$ cat src/rtl/mips_pkg.sv
// Shared MIPS definitions: opcodes, instruction width, fetch FSM encoding
// and a branch-opcode decode helper.
package mips_pkg;

   localparam int INSTR_W = 32;

   localparam logic [5:0] OP_RTYPE = 6'h00;
   localparam logic [5:0] OP_BEQ   = 6'h04;
   localparam logic [5:0] OP_BNE   = 6'h05;
   localparam logic [5:0] OP_ADDI  = 6'h08;
   localparam logic [5:0] OP_ANDI  = 6'h0C;
   localparam logic [5:0] OP_ORI   = 6'h0D;
   localparam logic [5:0] OP_LW    = 6'h23;
   localparam logic [5:0] OP_SW    = 6'h2B;

   typedef enum logic [0:0] {
      FETCH_RUN    = 1'b0,
      FETCH_BUBBLE = 1'b1
   } fetch_state_t;

   function automatic logic is_branch(input logic [INSTR_W-1:0] instr);
      logic hit;
      case (instr[31:26])
         OP_BEQ, OP_BNE: hit = 1'b1;
         default:        hit = 1'b0;
      endcase
      return hit;
   endfunction

endpackage

$ cat src/rtl/fetch_imem.sv
// Byte-wide instruction memory: one synchronous byte write port and one
// combinational big-endian 4-byte read port that wraps inside the array.
module fetch_imem
   import mips_pkg::*;
#(
   parameter int BYTES = 512,
   localparam int AW   = $clog2(BYTES)
) (
   input  logic               clk,
   input  logic               we,
   input  logic [AW-1:0]      waddr,
   input  logic [7:0]         wdata,
   input  logic [AW-1:0]      raddr,
   output logic [INSTR_W-1:0] rdata
);

   logic [7:0] mem [BYTES];

   // Byte write; a same-cycle read still returns the pre-write byte.
   always_ff @(posedge clk) begin
      if (we) begin
         mem[waddr] <= wdata;
      end
   end

   assign rdata = {mem[raddr],
                   mem[raddr + AW'(2'd1)],
                   mem[raddr + AW'(2'd2)],
                   mem[raddr + AW'(2'd3)]};

endmodule

$ cat src/rtl/fetch_stage.sv
// Instruction-fetch stage: PC register, IF/ID pipeline register and a
// RUN/BUBBLE FSM that inserts a fixed number of bubbles after BEQ/BNE.
module fetch_stage
   import mips_pkg::*;
#(
   parameter int                ADDR_W              = 32,
   parameter int                IMEM_BYTES          = 512,
   parameter int                BRANCH_STALL_CYCLES = 2,
   parameter logic [ADDR_W-1:0] RESET_PC            = '0
) (
   input  logic                          clk,
   input  logic                          reset,
   input  logic                          imem_we,
   input  logic [$clog2(IMEM_BYTES)-1:0] imem_waddr,
   input  logic [7:0]                    imem_wdata,
   input  logic                          stall_i,
   input  logic                          redirect_valid,
   input  logic [ADDR_W-1:0]             redirect_pc,
   output logic [ADDR_W-1:0]             pc_o,
   output logic                          if_id_valid,
   output logic [INSTR_W-1:0]            if_id_instr,
   output logic [ADDR_W-1:0]             if_id_pc4,
   output logic                          branch_bubble
);

   localparam int MEM_AW = $clog2(IMEM_BYTES);
   localparam int CNT_W  = (BRANCH_STALL_CYCLES > 0) ? $clog2(BRANCH_STALL_CYCLES + 1) : 1;
   localparam logic [CNT_W-1:0]  STALL_LOAD = CNT_W'(BRANCH_STALL_CYCLES);
   localparam logic [ADDR_W-1:0] PC_STEP    = ADDR_W'(32'd4);
   localparam logic [ADDR_W-1:0] ALIGN_MASK = ~ADDR_W'(32'd3);

   fetch_state_t         state, state_n;
   logic [CNT_W-1:0]     cnt, cnt_n;
   logic [ADDR_W-1:0]    pc_n, pc4_n;
   logic                 valid_n, bubble_n;
   logic [INSTR_W-1:0]   instr_n, fetch_word;
   logic [MEM_AW-1:0]    fetch_idx;

   // Narrow address spaces are zero-extended; wide ones wrap modulo the memory size.
   if (ADDR_W >= MEM_AW) begin : g_idx_slice
      assign fetch_idx = pc_o[MEM_AW-1:0];
   end else begin : g_idx_ext
      assign fetch_idx = {{(MEM_AW-ADDR_W){1'b0}}, pc_o};
   end

   fetch_imem #(.BYTES(IMEM_BYTES)) u_imem (
      .clk   (clk),
      .we    (imem_we),
      .waddr (imem_waddr),
      .wdata (imem_wdata),
      .raddr (fetch_idx),
      .rdata (fetch_word)
   );

   // Next-state logic: redirect beats stall, stall beats the FSM.
   always_comb begin
      state_n = state;
      cnt_n   = cnt;
      pc_n    = pc_o;
      valid_n = if_id_valid;
      instr_n = if_id_instr;
      pc4_n   = if_id_pc4;
      if (redirect_valid) begin
         pc_n    = redirect_pc & ALIGN_MASK;
         valid_n = 1'b0;
         state_n = FETCH_RUN;
         cnt_n   = '0;
      end else if (stall_i) begin
         state_n = state;
      end else begin
         case (state)
            FETCH_RUN: begin
               valid_n = 1'b1;
               instr_n = fetch_word;
               pc4_n   = pc_o + PC_STEP;
               pc_n    = pc_o + PC_STEP;
               if ((BRANCH_STALL_CYCLES > 0) && is_branch(fetch_word)) begin
                  state_n = FETCH_BUBBLE;
                  cnt_n   = STALL_LOAD;
               end else begin
                  state_n = FETCH_RUN;
               end
            end
            FETCH_BUBBLE: begin
               valid_n = 1'b0;
               cnt_n   = cnt - CNT_W'(1'b1);
               if (cnt == CNT_W'(1'b1)) begin
                  state_n = FETCH_RUN;
               end else begin
                  state_n = FETCH_BUBBLE;
               end
            end
            default: begin
               state_n = FETCH_RUN;
               cnt_n   = '0;
            end
         endcase
      end
      bubble_n = (state_n == FETCH_BUBBLE);
   end

   // State and output registers with synchronous reset.
   always_ff @(posedge clk) begin
      if (reset) begin
         state         <= FETCH_RUN;
         cnt           <= '0;
         pc_o          <= RESET_PC;
         if_id_valid   <= 1'b0;
         if_id_instr   <= '0;
         if_id_pc4     <= '0;
         branch_bubble <= 1'b0;
      end else begin
         state         <= state_n;
         cnt           <= cnt_n;
         pc_o          <= pc_n;
         if_id_valid   <= valid_n;
         if_id_instr   <= instr_n;
         if_id_pc4     <= pc4_n;
         branch_bubble <= bubble_n;
      end
   end

endmodule

$ cat config.mk
export PLATFORM = sky130hd
export DESIGN_NAME = fetch_stage
export DESIGN_NICKNAME = d
export VERILOG_FILES = /design/src/rtl/mips_pkg.sv /design/src/rtl/fetch_imem.sv /design/src/rtl/fetch_stage.sv
export SDC_FILE = /design/constraint.sdc
export NUM_CORES = 2
export LEC_CHECK = 0
export BUFFER_PORTS_ARGS = -buffer_cell sky130_fd_sc_hd__buf_2
export CELL_PAD_IN_SITES_DETAIL_PLACEMENT = 1
export CELL_PAD_IN_SITES_GLOBAL_PLACEMENT = 2
export CORE_ASPECT_RATIO = 0.75
export CORE_MARGIN = 10
export CORE_UTILIZATION = 51
export CTS_CLUSTER_SIZE = 24
export DETAILED_ROUTE_END_ITERATION = 6
export PLACE_DENSITY_LB_ADDON = 0.05
export SLEW_MARGIN = 20
export SYNTH_ARGS = -nofsm -noshare
export SYNTH_HDL_FRONTEND = slang
export SYNTH_SLANG_ARGS = --single-unit
$ cat constraint.sdc
create_clock -name clk -period 4.1 [get_ports clk]
set_clock_uncertainty 0.2 [all_clocks]
set_input_delay 0.41 -clock clk [delete_from_list [all_inputs] [get_ports clk]]
set_output_delay 0.41 -clock clk [all_outputs]
set_load 0.02 [all_outputs]
# [Yosys cells after proc, flatten, opt, wreduce, memory -nomap -nowiden]
# Memories as Yosys holds them, arrays and structs flattened. A register that Yosys moved wholly into a read port is not among the register bits.
# Cells that the tools add are included.
[classes] addsub=5 eq_ne=6 mux=15 bitwise_logic=3 reduce_logical=6
[op_table] cell="$mux W32" count=3
[op_table] cell="$add A32 B3 Y32 const B" count=1
[op_table] cell="$add A9 B2 Y9 const B" count=2
[op_table] cell="$eq A6 B3 Y1 const B" count=2
[op_table] cell="$add A9 B1 Y9 const B" count=1
[op_table] cell="$mux W1" count=8
[op_table] cell="$reduce_and A2 Y1" count=3
[op_table] cell="$ne A2 B2 Y1 const B" count=2
[op_table] cell="$pmux W1 S2" count=2
[op_table] cell="$pmux W2 S2" count=1
[op_table] cell="$reduce_or A2 Y1" count=2
[op_table] cell="$not A1 Y1" count=3
[op_table] cell="$reduce_and A3 Y1" count=1
[op_table] cell="$eq A2 B1 Y1 const B" count=1
[op_table] cell="$mux W2" count=1
[op_table] cell="$ne A2 B1 Y1 const B" count=1
[op_table] cell="$sub A2 B1 Y2 const B" count=1
[word_totals] regBits=100 mem_bits_rw=4096 output_inout_bits=98 elab_cells=43 mem_count=1
[memory_table] memory="u_imem.mem" depth=512 width=8 rd=4 rd_ports_with_merged_regs=3 write_ports=1 line_no="fetch_imem.sv:17" text="logic [7:0] mem [BYTES];"

# [Depth between registers and ports, before layout]
# An unclocked memory read counts as a cell.
[depth] depth_word=9 ltp_mapped=14 mapped_depth_nobuf=9

# [Cells and area by module]
# Synthesis repeated with hierarchy kept, for this count alone.
[hier_totals] cells_unflattened=14714 area_unflattened_um2=262464.2
[by_module_without_submodules] module="fetch_imem" n_inst=1 cells_per_inst=14158 area_per_inst_um2=257951.1 seq_area_each_um2=122998.0
[by_module_without_submodules] module="fetch_stage" n_inst=1 cells_per_inst=556 area_per_inst_um2=4513.1 seq_area_each_um2=1921.8

# [Worst setup path after synthesis]
# OpenSTA, ideal clock, no wires.
[synth_timing] path_type="register to register" start="register pc_o[3]" end="register if_id_instr[0] (read register of u_imem.mem)" t_arrival_ps=2908 required_ps=3783 setup_slack_ps=875 path_stages_with_launch=10 n_path_buf=4 period_less_slack_ps=3225 cell_sequence="dfxtp_1 > buf_2 > buf_2 > buf_1 > clkbuf_1 > mux4_2 > mux4_2 > a221oi_1 > o21ai_0 > a32o_1"
[synth_via] elab_chain_len=1
[synth_rtl] item="start: declaration" line_no="fetch_stage.sv:19" text="output logic [ADDR_W-1:0] pc_o,"
[synth_rtl] item="start signal: assignment" line_no="fetch_stage.sv:115" text="pc_o <= pc_n;"
[synth_rtl] item="$add A9 B2 Y9" line_no="fetch_imem.sv:29" text="mem[raddr + AW'(2'd3)]};"
[synth_rtl] item="end: declaration" line_no="fetch_stage.sv:21" text="output logic [INSTR_W-1:0] if_id_instr,"
# No other way between the ends.
# A chain may end at the register's enable or synchronous reset.

# [Worst setup path in the final report]
[layout_timing] start="register pc_o[2]" end="register state"
[layout_via] elab_chain_len=9 word_cells_on_any_way=10 classes_between="2 x eq/ne; 6 x mux; 1 x reduce/logical; 1 x memory"
[layout_rtl] item="$mem_v2 Z512 W8 *"
[layout_rtl] item="$eq A6 B3 Y1" line_no="mips_pkg.sv:23" text="case (instr[31:26])"
[layout_rtl] item="$reduce_or A2 Y1 *" line_no="mips_pkg.sv:23"
[layout_rtl] item="$mux W1 *" line_no="mips_pkg.sv:23"
[layout_rtl] item="$mux W1 *" line_no="fetch_stage.sv:71" text="case (state)"
[layout_rtl] item="$mux W1 *" line_no="fetch_stage.sv:68" text="end else if (stall_i) begin"
[layout_rtl] item="$mux W1 *" line_no="fetch_stage.sv:63" text="if (redirect_valid) begin"
[layout_rtl] item="$mux W1 *" line_no="fetch_stage.sv:77" text="if ((BRANCH_STALL_CYCLES > 0) && is_branch(fetch_word)) begin"
[layout_rtl] item="$pmux W1 S2 *" line_no="fetch_stage.sv:71"
[layout_rtl] item="end signal: assignment" line_no="fetch_stage.sv:113" text="state <= state_n;"
[layout_rtl] item="end: declaration" line_no="fetch_stage.sv:32" text="fetch_state_t state, state_n;"
# Mark *: on every way between the ends. The rest lies on a longest branch, timed or not. The select of a mux whose other input is x is not followed.

==> impl_metrics.tcl <==
set metrics [dict create \
    status "finished, final reports clean" \
    crit_top_cell "buf_4" \
    crit_fanout 10 \
    layout_common_cells "4096 x edfxtp_1, 1132 x mux4_2, 671 x nor2_1, 505 x buf_4, 413 x clkbuf_16" \
    clock_sinks 4192 \
    critPathRequiredTime_ns 4.76 \
    slew_headroom 0.265 \
    vdd_ir_drop_max_v 0.000389 \
    start_util 0.512 \
    die_h_um 508 \
    viasPerCell 6.29 \
    synth_edf_count 4096 \
    maxSlewViolCount 0 \
    power_uw 89300 \
    htree_levels 5 \
    min_period_ns 3.87 \
    critPathArrivalTime_ns 4.53 \
    synth-seq-cells 4192 \
    cts_buffers 405 \
    cts_buffer_depth 4 \
    antenna_found_initial 20 \
    critPathLaunchType "flip-flop" \
    clk_pin_slew_ns 0.06 \
    post-route-period-util 0.944 \
    path_cells "buf_4 -> buf_12 -> buf_4 -> mux4_2 -> mux2i_1 -> nor2_1 -> nor3_1 -> buf_4 -> a32oi_1 -> nor3b_2 -> nand3_1 -> nand2_1" \
    fmax_mhz 258 \
    final.setup.tns_ns 0 \
    io_buffers 145 \
    remaining_drc_errors 0 \
    pin_count 152 \
    worst_slew_pin_slew_ns 1.10 \
    dr.pass1.iters 5 \
    ys_warn_count 0 \
    crit_path_max_incr_delay_ns 0.69 \
    max_cap_violations 0 \
    gr-usage-all-layers 0.255 \
    hold_viol_final 0 \
    synthArstFlopShare 0 \
    rsz0062_at_grt "no" \
    synthesis.instances 7419 \
    grt_max_degree 145 \
    slowest_stage "nor3_1" \
    avgRoutedWirePerCell_um 34.4 \
    die_area_um2 341000 \
    synth_flop_cell "edfxtp_1" \
    clock_latency_ns 0.94 \
    syn_area_um2 162000 \
    final_common_cell "edfxtp_1" \
    antenna_left 0 \
    min_path_type "input port to flip-flop" \
    p_per_area_nw_per_um2 481 \
    cts_tree "yes" \
    root_buffer "clkbuf_16" \
    synthDistinctLibCells 66 \
    wl_um 440000 \
    rows 179 \
    overflow 0 \
    crit_type "flip-flop to flip-flop" \
    hpwl_um 278000 \
    grt_pass1_vias 82700 \
    grt_pass1_wl_um 628000 \
    final_core_util 0.586 \
    setup-violations-final 0 \
    area_delta_synth_final_pct 14.5 \
    coreArea_um2 317000 \
    place_congestion 0.796 \
    layout.nets 8263 \
    leakagePower_uw 0.0572 \
    drive_above_1_share 0.294 \
    drt_iter0_drc 9825 \
    avgSynthCellArea_um2 21.9 \
    ys_seq_area_frac 0.770 \
    die_w_um 671 \
    crit_path_end_kind "flip-flop" \
    via_count 80400 \
]
==> path summary, 6_finish.rpt <==
| kind | startpoint | end | depth (start not counted) | slack, ns |
|---|---|---|---|---|
| setup / recovery | pc_o[2] | state | 12 | 0.23 |
| hold / removal | redirect_pc[19] | pc_o[19] | 4 | 0.12 |
| setup reg to reg | pc_o[2] | state | 12 | 0.23 |
| hold reg to reg | if_id_pc4[3] | if_id_pc4[3] | 2 | 0.27 |
==> cells in the mapped netlist (16+ instances only) <==
master,instances,area (um^2)
a211oi_1,37,278
a21oi_1,48,240
a221oi_1,44,385
a22oi_1,34,255
a32o_1,26,260
buf_1,66,248
buf_2,100,500
buf_4,31,233
buf_6,25,282
clkbuf_1,237,890
dfxtp_1,96,1920
edfxtp_1,4096,123000
mux2i_1,229,2290
mux4_2,1132,25500
nand2_1,110,413
nand2b_1,16,100
nand3_1,27,135
nor2_1,674,2530
nor2b_1,21,131
nor3_1,30,150
o21ai_0,33,165
o22ai_1,132,826
xnor2_1,24,210
xor2_1,24,210
==> metrics by stage <==
stage               cells  hold slack, ns  setup WS, ns  cell area (um^2)
global route        12800           0.101        0.0851            186000
finish              12800           0.116         0.230            186000
CTS                 12800          0.0409        0.0105            186000
global placement    12000           0.243       -0.0325            172000
detailed placement  12000           0.258       0.00907            172000
floorplan            7422           0.309         0.875            162000
==> kinds of logic after synthesis <==
logic type / after synthesis / share of synthesized area
other: 1 / 0.0000231
muxes: 1370 / 0.172
and+or+nand+nor: 941 / 0.0241
AOI/OAI and AO/OA: 400 / 0.0173
adders and majority gates: 2 / 0.000154
buffers and inverters: 465 / 0.0134
DFF: 4192 / 0.770
xor gates and xnor gates: 48 / 0.00259
==> power by group <==
part	switching, uW	internal, uW	leakage (uW)
registers	108	47100	0.0376
clock network	15900	20400	0.00616
logic	3490	2350	0.0134
==> registers in the layout (all words and copies together) (netlist names) <==
| name | cells |
|---|---|
| cnt | 2 |
| pc_o | 30 |
| state | 1 |
| u_imem.mem | 4096 |
| if_id_instr | 32 |
| if_id_pc4 | 30 |
| if_id_valid | 1 |
==> critical path: cells and delay by family (launching register included) <==
| family | cells | cell delay, ns |
|---|---|---|
| and+or+nand+nor | 5 | 1.33 |
| buffers and inverters | 4 | 0.87 |
| muxes | 2 | 0.86 |
| DFF | 1 | 0.36 |
| AOI/OAI and AO/OA | 1 | 0.15 |
==> cell type report <==
class | count | area (um^2)
antenna | 2 | 5.00
sequential | 4192 | 125000
clock buffer | 510 | 10800
multi-input combinational | 2765 | 35200
fill | 26100 | 131000
inverter | 6 | 30.0
tap | 4253 | 5320
timing repair buffer | 837 | 7620
clock inverter | 211 | 1830
==> what timing repair did <==
| action | in CTS | in global routing |
|---|---|---|
| gates resized for setup | 1 | 0 |
| setup buffers | 0 | 11 |
| hold buffers | 73 | 0 |
| endpoints found under the hold margin | 662 | 0 |
| setup endpoints to repair | 1 | 7 |
==> metal layers <==
metal / vias up / wire length [um] / GRT usage
li1: 32700 / - / -
met1: 43900 / 197000 / 0.398
met2: 3230 / 200000 / 0.382
met3: 533 / 33000 / 0.0406
met4: 2 / 9620 / 0.0562
met5: - / 10 / 0
Note: power is estimated with default switching activity, not from simulation.
